`src/rtl/lcd_bus_responder.sv`:
```
// Responding end of an HD44780-style 8-bit LCD bus for a 2x16 display. Captures
// writes on E falling edges, keeps DDRAM/AC/flags/busy, and answers status/data reads.
module lcd_bus_responder #(
    parameter int BUSY_SHORT = 2000,
    parameter int BUSY_LONG  = 76500
) (
    input  logic       clock50MHz,
    input  logic       reset,
    input  logic       RS,
    input  logic       RW,
    input  logic       E,
    input  logic [7:0] DB_in,
    output logic [7:0] DB_out,
    output logic       DB_oe,
    input  logic [4:0] dbg_index,
    output logic [7:0] dbg_char,
    output logic       busy,
    output logic       display_on,
    output logic       cursor_on,
    output logic       blink_on,
    output logic       entry_inc,
    output logic       entry_shift,
    output logic       protocol_err
);

    localparam int CNT_MAX = (BUSY_LONG > BUSY_SHORT) ? BUSY_LONG : BUSY_SHORT;
    localparam int CW      = $clog2(CNT_MAX + 1);
    localparam logic [CW-1:0] CNT_SHORT = CW'(BUSY_SHORT);
    localparam logic [CW-1:0] CNT_LONG  = CW'(BUSY_LONG);
    localparam logic [CW-1:0] CNT_ONE   = CW'(1);

    localparam logic [1:0] ST_SWEEP = 2'd0;
    localparam logic [1:0] ST_BUSY  = 2'd1;
    localparam logic [1:0] ST_IDLE  = 2'd2;

    // Bus pins packed as {DB[7:0], RS, RW, E}
    logic [10:0] pins;
    logic [10:0] sync1_q, sync2_q;
    logic        e_prev_q;
    logic        e_s, rw_s, rs_s, e_fall;
    logic [7:0]  db_s;

    logic [1:0]    state_q, state_d;
    logic [CW-1:0] cnt_q, cnt_d;
    logic [4:0]    sweep_idx_q, sweep_idx_d;
    logic [6:0]    ac_q, ac_d;
    logic          disp_q, disp_d, cur_q, cur_d, blink_q, blink_d;
    logic          inc_q, inc_d, shift_q, shift_d, err_q, err_d;
    logic [7:0]    db_out_q, db_out_d;

    logic [7:0] ram_q [32];
    logic       ram_we;
    logic [4:0] ram_waddr;
    logic [7:0] ram_wdata;
    logic [4:0] ac_idx;

    assign pins   = {DB_in, RS, RW, E};
    assign e_s    = sync2_q[0];
    assign rw_s   = sync2_q[1];
    assign rs_s   = sync2_q[2];
    assign db_s   = sync2_q[10:3];
    assign e_fall = e_prev_q & ~e_s;
    assign ac_idx = {ac_q[6], ac_q[3:0]};

    // Both lines are 16 wide; stepping past a line end lands on the other line.
    function automatic logic [6:0] ac_step(input logic [6:0] ac, input logic inc);
        logic [6:0] r;
        if (inc) begin
            if (ac[3:0] == 4'hF) r = {~ac[6], 6'b000000};
            else                 r = ac + 7'd1;
        end else begin
            if (ac[3:0] == 4'h0) r = {~ac[6], 2'b00, 4'hF};
            else                 r = ac - 7'd1;
        end
        return r;
    endfunction

    always_comb begin
        state_d     = state_q;
        cnt_d       = cnt_q;
        sweep_idx_d = sweep_idx_q;
        ac_d        = ac_q;
        disp_d      = disp_q;
        cur_d       = cur_q;
        blink_d     = blink_q;
        inc_d       = inc_q;
        shift_d     = shift_q;
        err_d       = err_q;
        ram_we      = 1'b0;
        ram_waddr   = sweep_idx_q;
        ram_wdata   = 8'h20;

        case (state_q)
            ST_SWEEP: begin
                ram_we      = 1'b1;
                sweep_idx_d = sweep_idx_q + 5'd1;
                cnt_d       = cnt_q - CNT_ONE;
                if (cnt_q == CNT_ONE)          state_d = ST_IDLE;
                else if (sweep_idx_q == 5'd31) state_d = ST_BUSY;
            end
            ST_BUSY: begin
                cnt_d = cnt_q - CNT_ONE;
                if (cnt_q == CNT_ONE) state_d = ST_IDLE;
            end
            default: ;
        endcase

        if (e_fall && !(rw_s && !rs_s)) begin
            if (state_q != ST_IDLE) begin
                err_d = 1'b1;
            end else if (rw_s) begin
                ac_d = ac_step(ac_q, inc_q);
            end else if (rs_s) begin
                ram_we    = 1'b1;
                ram_waddr = ac_idx;
                ram_wdata = db_s;
                ac_d      = ac_step(ac_q, inc_q);
                state_d   = ST_BUSY;
                cnt_d     = CNT_SHORT;
            end else begin
                state_d = ST_BUSY;
                cnt_d   = CNT_SHORT;
                casez (db_s)
                    8'b1???????: ac_d = {db_s[6], 2'b00, db_s[3:0]};
                    8'b01??????: ;
                    8'b001?????: ;
                    8'b0001????: if (!db_s[3]) ac_d = ac_step(ac_q, db_s[2]);
                    8'b00001???: begin
                        disp_d  = db_s[2];
                        cur_d   = db_s[1];
                        blink_d = db_s[0];
                    end
                    8'b000001??: begin
                        inc_d   = db_s[1];
                        shift_d = db_s[0];
                    end
                    8'b0000001?: begin
                        ac_d  = 7'd0;
                        cnt_d = CNT_LONG;
                    end
                    8'b00000001: begin
                        ac_d        = 7'd0;
                        inc_d       = 1'b1;
                        state_d     = ST_SWEEP;
                        sweep_idx_d = 5'd0;
                        cnt_d       = CNT_LONG;
                    end
                    default: begin
                        state_d = state_q;
                        cnt_d   = cnt_q;
                    end
                endcase
            end
        end
    end

    assign busy     = (state_q != ST_IDLE);
    assign db_out_d = rs_s ? ram_q[ac_idx] : {busy, ac_q};

    always_ff @(posedge clock50MHz or posedge reset) begin
        if (reset) begin
            sync1_q     <= '0;
            sync2_q     <= '0;
            e_prev_q    <= 1'b0;
            state_q     <= ST_SWEEP;
            cnt_q       <= CNT_LONG;
            sweep_idx_q <= 5'd0;
            ac_q        <= 7'd0;
            disp_q      <= 1'b0;
            cur_q       <= 1'b0;
            blink_q     <= 1'b0;
            inc_q       <= 1'b1;
            shift_q     <= 1'b0;
            err_q       <= 1'b0;
            db_out_q    <= 8'h00;
        end else begin
            sync1_q     <= pins;
            sync2_q     <= sync1_q;
            e_prev_q    <= e_s;
            state_q     <= state_d;
            cnt_q       <= cnt_d;
            sweep_idx_q <= sweep_idx_d;
            ac_q        <= ac_d;
            disp_q      <= disp_d;
            cur_q       <= cur_d;
            blink_q     <= blink_d;
            inc_q       <= inc_d;
            shift_q     <= shift_d;
            err_q       <= err_d;
            db_out_q    <= db_out_d;
        end
    end

    // DDRAM has no reset: its contents are restored by the clear sweep instead.
    always_ff @(posedge clock50MHz) begin
        if (ram_we) ram_q[ram_waddr] <= ram_wdata;
    end

    assign dbg_char     = ram_q[dbg_index];
    assign DB_out       = db_out_q;
    assign DB_oe        = e_s & rw_s;
    assign display_on   = disp_q;
    assign cursor_on    = cur_q;
    assign blink_on     = blink_q;
    assign entry_inc    = inc_q;
    assign entry_shift  = shift_q;
    assign protocol_err = err_q;

endmodule

```
`config.mk`:
```
export PLATFORM = sky130hd
export DESIGN_NAME = lcd_bus_responder
export DESIGN_NICKNAME = d
export VERILOG_FILES = /design/src/rtl/lcd_bus_responder.sv
export SDC_FILE = /design/constraint.sdc
export NUM_CORES = 1
export LEC_CHECK = 0
export ABC_AREA = 0
export BUFFER_PORTS_ARGS = -buffer_cell sky130_fd_sc_hd__buf_2
export CELL_PAD_IN_SITES_DETAIL_PLACEMENT = 0
export CELL_PAD_IN_SITES_GLOBAL_PLACEMENT = 1
export CORE_UTILIZATION = 58
export CTS_CLUSTER_DIAMETER = 80
export CTS_CLUSTER_SIZE = 25
export DETAILED_ROUTE_END_ITERATION = 7
export PLACE_DENSITY_LB_ADDON = 0.05
export SLEW_MARGIN = 20
export SYNTH_ARGS = -nofsm -noshare
export SYNTH_HDL_FRONTEND = slang
export SYNTH_SLANG_ARGS = --single-unit
```
`constraint.sdc`:
```
create_clock -name clock50MHz -period 5.1 [get_ports clock50MHz]
set_input_delay 1.02 -clock clock50MHz [delete_from_list [all_inputs] [get_ports clock50MHz]]
set_output_delay 1.02 -clock clock50MHz [all_outputs]
set_load 0.01 [all_outputs]
```
Word-level counts from Yosys, hierarchy flattened
Memory sizes are Yosys's and may differ from the RTL's.
Index checks and enable logic that the tools add are counted.
- bits in registers: 68
- bits in writable memories: 256
- output and inout bits: 24
- logic and storage cells: 104
- memories kept: 1
- $add $sub $neg: 4
- equality and inequality tests: 15
- mux-type cells: 46
- bitwise operators: 7
- reductions and logical operators: 17
- memory list (name ; depth ; bits a word ; rd ports ; clocked after memory_dff ; wr ports ; line ; RTL):
    ram_q ; 32 ; 8 ; 2 ; 0 ; 1 ; 51 ; logic [7:0] ram_q [32];
- operator list (operator ; number):
    17-bit two-way mux ; 5
    5-bit two-way mux ; 10
    7-bit two-way mux ; 7
    8-bit two-way mux ; 5
    17-bit one-hot mux with 2 select lines ; 1
    7-bit one-hot mux with 3 select lines ; 1
    17-bit by 1-bit equality test with 1-bit output (second input constant) ; 1
    17-bit by 1-bit subtractor with 17-bit output (second input constant) ; 1
    5-bit AND reduction ; 3
    2-bit two-way mux ; 7
    8-bit by 1-bit equality test with 1-bit output (second input constant) ; 1
    2-bit one-hot mux with 2 select lines ; 2
    7-bit by 1-bit adder with 7-bit output (second input constant) ; 1
    7-bit by 1-bit equality test with 1-bit output (second input constant) ; 1
    1-bit two-way mux ; 7
    7-bit OR reduction ; 1
    7-bit by 1-bit subtractor with 7-bit output (second input constant) ; 1
    6-bit by 1-bit equality test with 1-bit output (second input constant) ; 1
    6-bit by 5-bit inequality test with 1-bit output (second input constant) ; 1
    6-bit inequality test (second input constant) ; 1
    6-bit OR reduction ; 1
    5-bit by 1-bit adder with 5-bit output (second input constant) ; 1
    5-bit by 1-bit equality test with 1-bit output (second input constant) ; 1
    5-bit equality test (second input constant) ; 1
    18 further kinds ; 27

Logic depth before layout (Yosys ltp)
- word-level depth: 8
- depth in mapped cells: 10
- gate-level depth less buffers: 7

Worst setup path before layout
OpenSTA, ideal clock, no wires.
- path type: input to output
- from: in dbg_index[1]
- to: out dbg_char[0]
- arrival: 2.742 ns
- required time: 4.080 ns
- path slack: 1.338 ns
- cell stages on the path: 5
- cells stage by stage: clkbuf_1 -> clkbuf_1 -> mux4_2 -> mux4_2 -> mux2_2
- word-level cells in the longest chain between the ends: 1
- ends and longest elaborated chain (what ; line ; RTL):
    start: declaration ; 15 ; input logic [4:0] dbg_index,
    memory read 32 x 8 bit ; n/a ;
    end: declaration ; 16 ; output logic [7:0] dbg_char,
Every way passes these cells.

Worst setup path after layout
- from: in dbg_index[0]
- to: out dbg_char[0]
The elaborated chain is that of the path after synthesis.

==> results.cfg <==
[setup_path]
critPathLaunch = dbg_index[0]
path_max_fanout = 18
critical_path_class = in -> out
crit_path_end = dbg_char[0]
start_kind = input port
r2r_cells = 5
r2r_setup_slack_ns = 1.36
end_kind = primary output
timing.rr.end = ram_q[27][6]$_DFFE_PP_
arrival_ns = 3.29
cp.required_ns = 4.08
r2r-start = sync2_q[2]$_DFF_PP0_

[clock_network]
post_cts_buffers = 0
clk_path_buf_depth = 3
cts.reportedPaths.clkPinSlew_ns = 0.09
numClockSinks = 324
cts-root-buf = clkbuf_16
clock_latency_ns = 0.53
hold_buffers = 0
cts_tree = built
ctsResizeCount = 0
cts_made_buffers = 17
htree_levels = 1

[detailed_routing]
via_per_inst = 7.01
drc = 0
firstDrtPassIters = 7
drt-total-wl_um = 39200
wl_per_cell_um = 30.4
ant_nets = 0
num_vias = 9033
drtIter0Drc = 1302

[sta]
fin_tns_setup_ns = 0
hold_violations = 0
setup_ws_ns = 0.787
maxSlewHeadroom = 0.297
fin_crit_ns = 4.31
setup_viol = 0
max_clock_freq_ghz = 0.232
worstMarginPinSlew_ns = 1.05
skew_ns = 0.0164
rsz0062_at_grt = no
period_share = 0.846
final-max-slew-violation-count = 0

[die]
die_y_um = 165
start_util = 0.591
core_mm2 = 0.0260
die_w_um = 165
num_io_pins = 42
rows = 59
die_area_mm2 = 0.0271

[grt]
antenna_found_initial = 2
grt_pass1_vias = 9103
grt_pass1_wl_um = 58300
grt_overflow = 0
grt_max_degree = 69
grt_use_total = 0.304

[flow_run]
max_cap_viol_count = 0

[placement]
place_congestion = 0.877
portBuffers = 41
dp_hpwl_um = 26600
pre_cts_ws_ns = 0.763

[final_layout]
layout-drive-gt1-share = 0.324
area_delta_synth_final_pct = 7.92
fin_nets = 968
antenna_cells = 0

[synthesis]
yosysTopAreaCellShare = 0.500
synthFlopType = edfxtp_1
ys_async_sr_fraction = 0.210
yosysSeqAreaShare = 0.612
ys_types = 73
synth_area_mm2 = 0.0154
yosysTopAreaCell = edfxtp_1
synth-seq-cells = 324
synth_area_leaders = edfxtp_1 50%, mux4_2 22%, dfrtp_1 9.6%, nor2_1 1.6%, dfstp_2 1.5%
yosys_warnings = 0
syn_nets = 924
syn_inst = 899
syn-mean-instance-area_um2 = 17.1
synth-edff-count = 256

[power_and_ir_drop]
p_per_area_mw_per_mm2 = 268
total_power_w = 0.00444
p_leak_nw = 4.53
peakVddDrop_mv = 0.388

[hold_path]
hp-class = reg -> reg

[status]
status = complete, no violations
-- cells by family after synthesis --
logic type               synth area share
buffers and inverters              0.0227
AND/OR/NAND/NOR                    0.0699
flip-flops                          0.612
AO/OA/AOI/OAI                      0.0480
multiplexers                        0.235
XOR/XNOR                          0.00627
adder cells (fa/ha/maj)           0.00570
-- placed cells by master (no fill, tap or decap), types with 6 or more instances in the layout --
| cell | n |
|---|---|
| edfxtp_1 | 256 |
| nand3_1 | 12 |
| dfstp_2 | 9 |
| nor2_1 | 62 |
| mux2_2 | 12 |
| clkbuf_1 | 8 |
| mux4_2 | 150 |
| ha_1 | 7 |
| a21oi_1 | 24 |
| clkbuf_16 | 17 |
| o22ai_1 | 7 |
| xnor2_1 | 6 |
| nor3_1 | 11 |
| dfrtp_1 | 57 |
| o21ai_0 | 16 |
| a31oi_1 | 14 |
| nand2_1 | 47 |
| mux2i_1 | 7 |
| buf_4 | 41 |
| nor4_1 | 6 |
| inv_1 | 11 |
| buf_2 | 40 |
-- cell type report --
| cell class | count | area, um2 |
|---|---|---|
| Clock buffer | 25 | 455 |
| Clock inverter | 5 | 41.3 |
| Fill cell | 1837 | 9410 |
| Inverter | 14 | 52.6 |
| Multi-Input combinational cell | 503 | 5660 |
| Sequential cell | 324 | 9410 |
| Tap cell | 335 | 419 |
| Timing Repair Buffer | 83 | 548 |
-- stage by stage --
stage               instance area (um2)   util  hold WS (ns)  std cells
global placement                  16100  0.618         0.335       1259
detailed placement                16100  0.618         0.335       1259
finish                            16600  0.638         0.355       1289
floorplan                         15400      -         0.331        899
global route                      16600  0.638         0.367       1289
CTS                               16500  0.637         0.356       1289
-- worst max-delay path: stages --
cell	delay [ns]
buf_4	0.33
buf_4	0.39
mux4_2	0.56
mux4_2	0.52
mux2_2	0.30
buf_2	0.15
-- metal layers --
| metal | global-route usage | vias up | wire, um |
|---|---|---|---|
| met3 | 0.0653 | 67 | 3860 |
| met4 | 0.0759 | 2 | 980 |
| met2 | 0.485 | 479 | 18800 |
| li1 | - | 3763 | - |
| met5 | 0 | - | 9 |
| met1 | 0.431 | 4722 | 15500 |
-- where the power goes --
part	leakage, nW	total (W)	switching, W	internal [W]
logic	1.79	0.000114	0.0000698	0.0000444
clock network	0.236	0.00148	0.000838	0.000643
registers	2.51	0.00284	0.0000151	0.00283
total	4.53	0.00444	0.000923	0.00351
-- flip-flops by register name, indices dropped and copies added, names as in the netlist --
name,flops
ac_q,7
cnt_q,17
sweep_idx_q,5
state_q,2
DB_out,8
entry_inc,1
display_on,1
entry_shift,1
sync2_q,11
e_prev_q,1
blink_on,1
cursor_on,1
sync1_q,11
protocol_err,1
ram_q,256
-- synthesized netlist by cell type (all sizes together), types with 9 or more instances --
library cell / n
dfstp: 9
nand2: 48
nor3: 13
a31oi: 14
nor4: 10
o21ai: 21
nor2: 68
buf: 33
edfxtp: 256
mux4: 150
nand3: 12
dfrtp: 59
mux2: 15
a21oi: 24
clkbuf: 25
inv: 12
-- how the worst min path moves through the flow --
| stage | start | endpoint | cells past startpoint |
|---|---|---|---|
| after global routing | sync1_q[7]$_DFF_PP0_ | sync2_q[7]$_DFF_PP0_ | 0 |
| after floorplan | sync1_q[0]$_DFF_PP0_ | sync2_q[0]$_DFF_PP0_ | 0 |
| after global placement | sync1_q[10]$_DFF_PP0_ | sync2_q[10]$_DFF_PP0_ | 0 |
| after detailed placement | sync1_q[7]$_DFF_PP0_ | sync2_q[7]$_DFF_PP0_ | 0 |
| after CTS | sync1_q[7]$_DFF_PP0_ | sync2_q[7]$_DFF_PP0_ | 0 |
| final | sync1_q[7]$_DFF_PP0_ | sync2_q[7]$_DFF_PP0_ | 0 |
(Power assumes the default switching activity.)
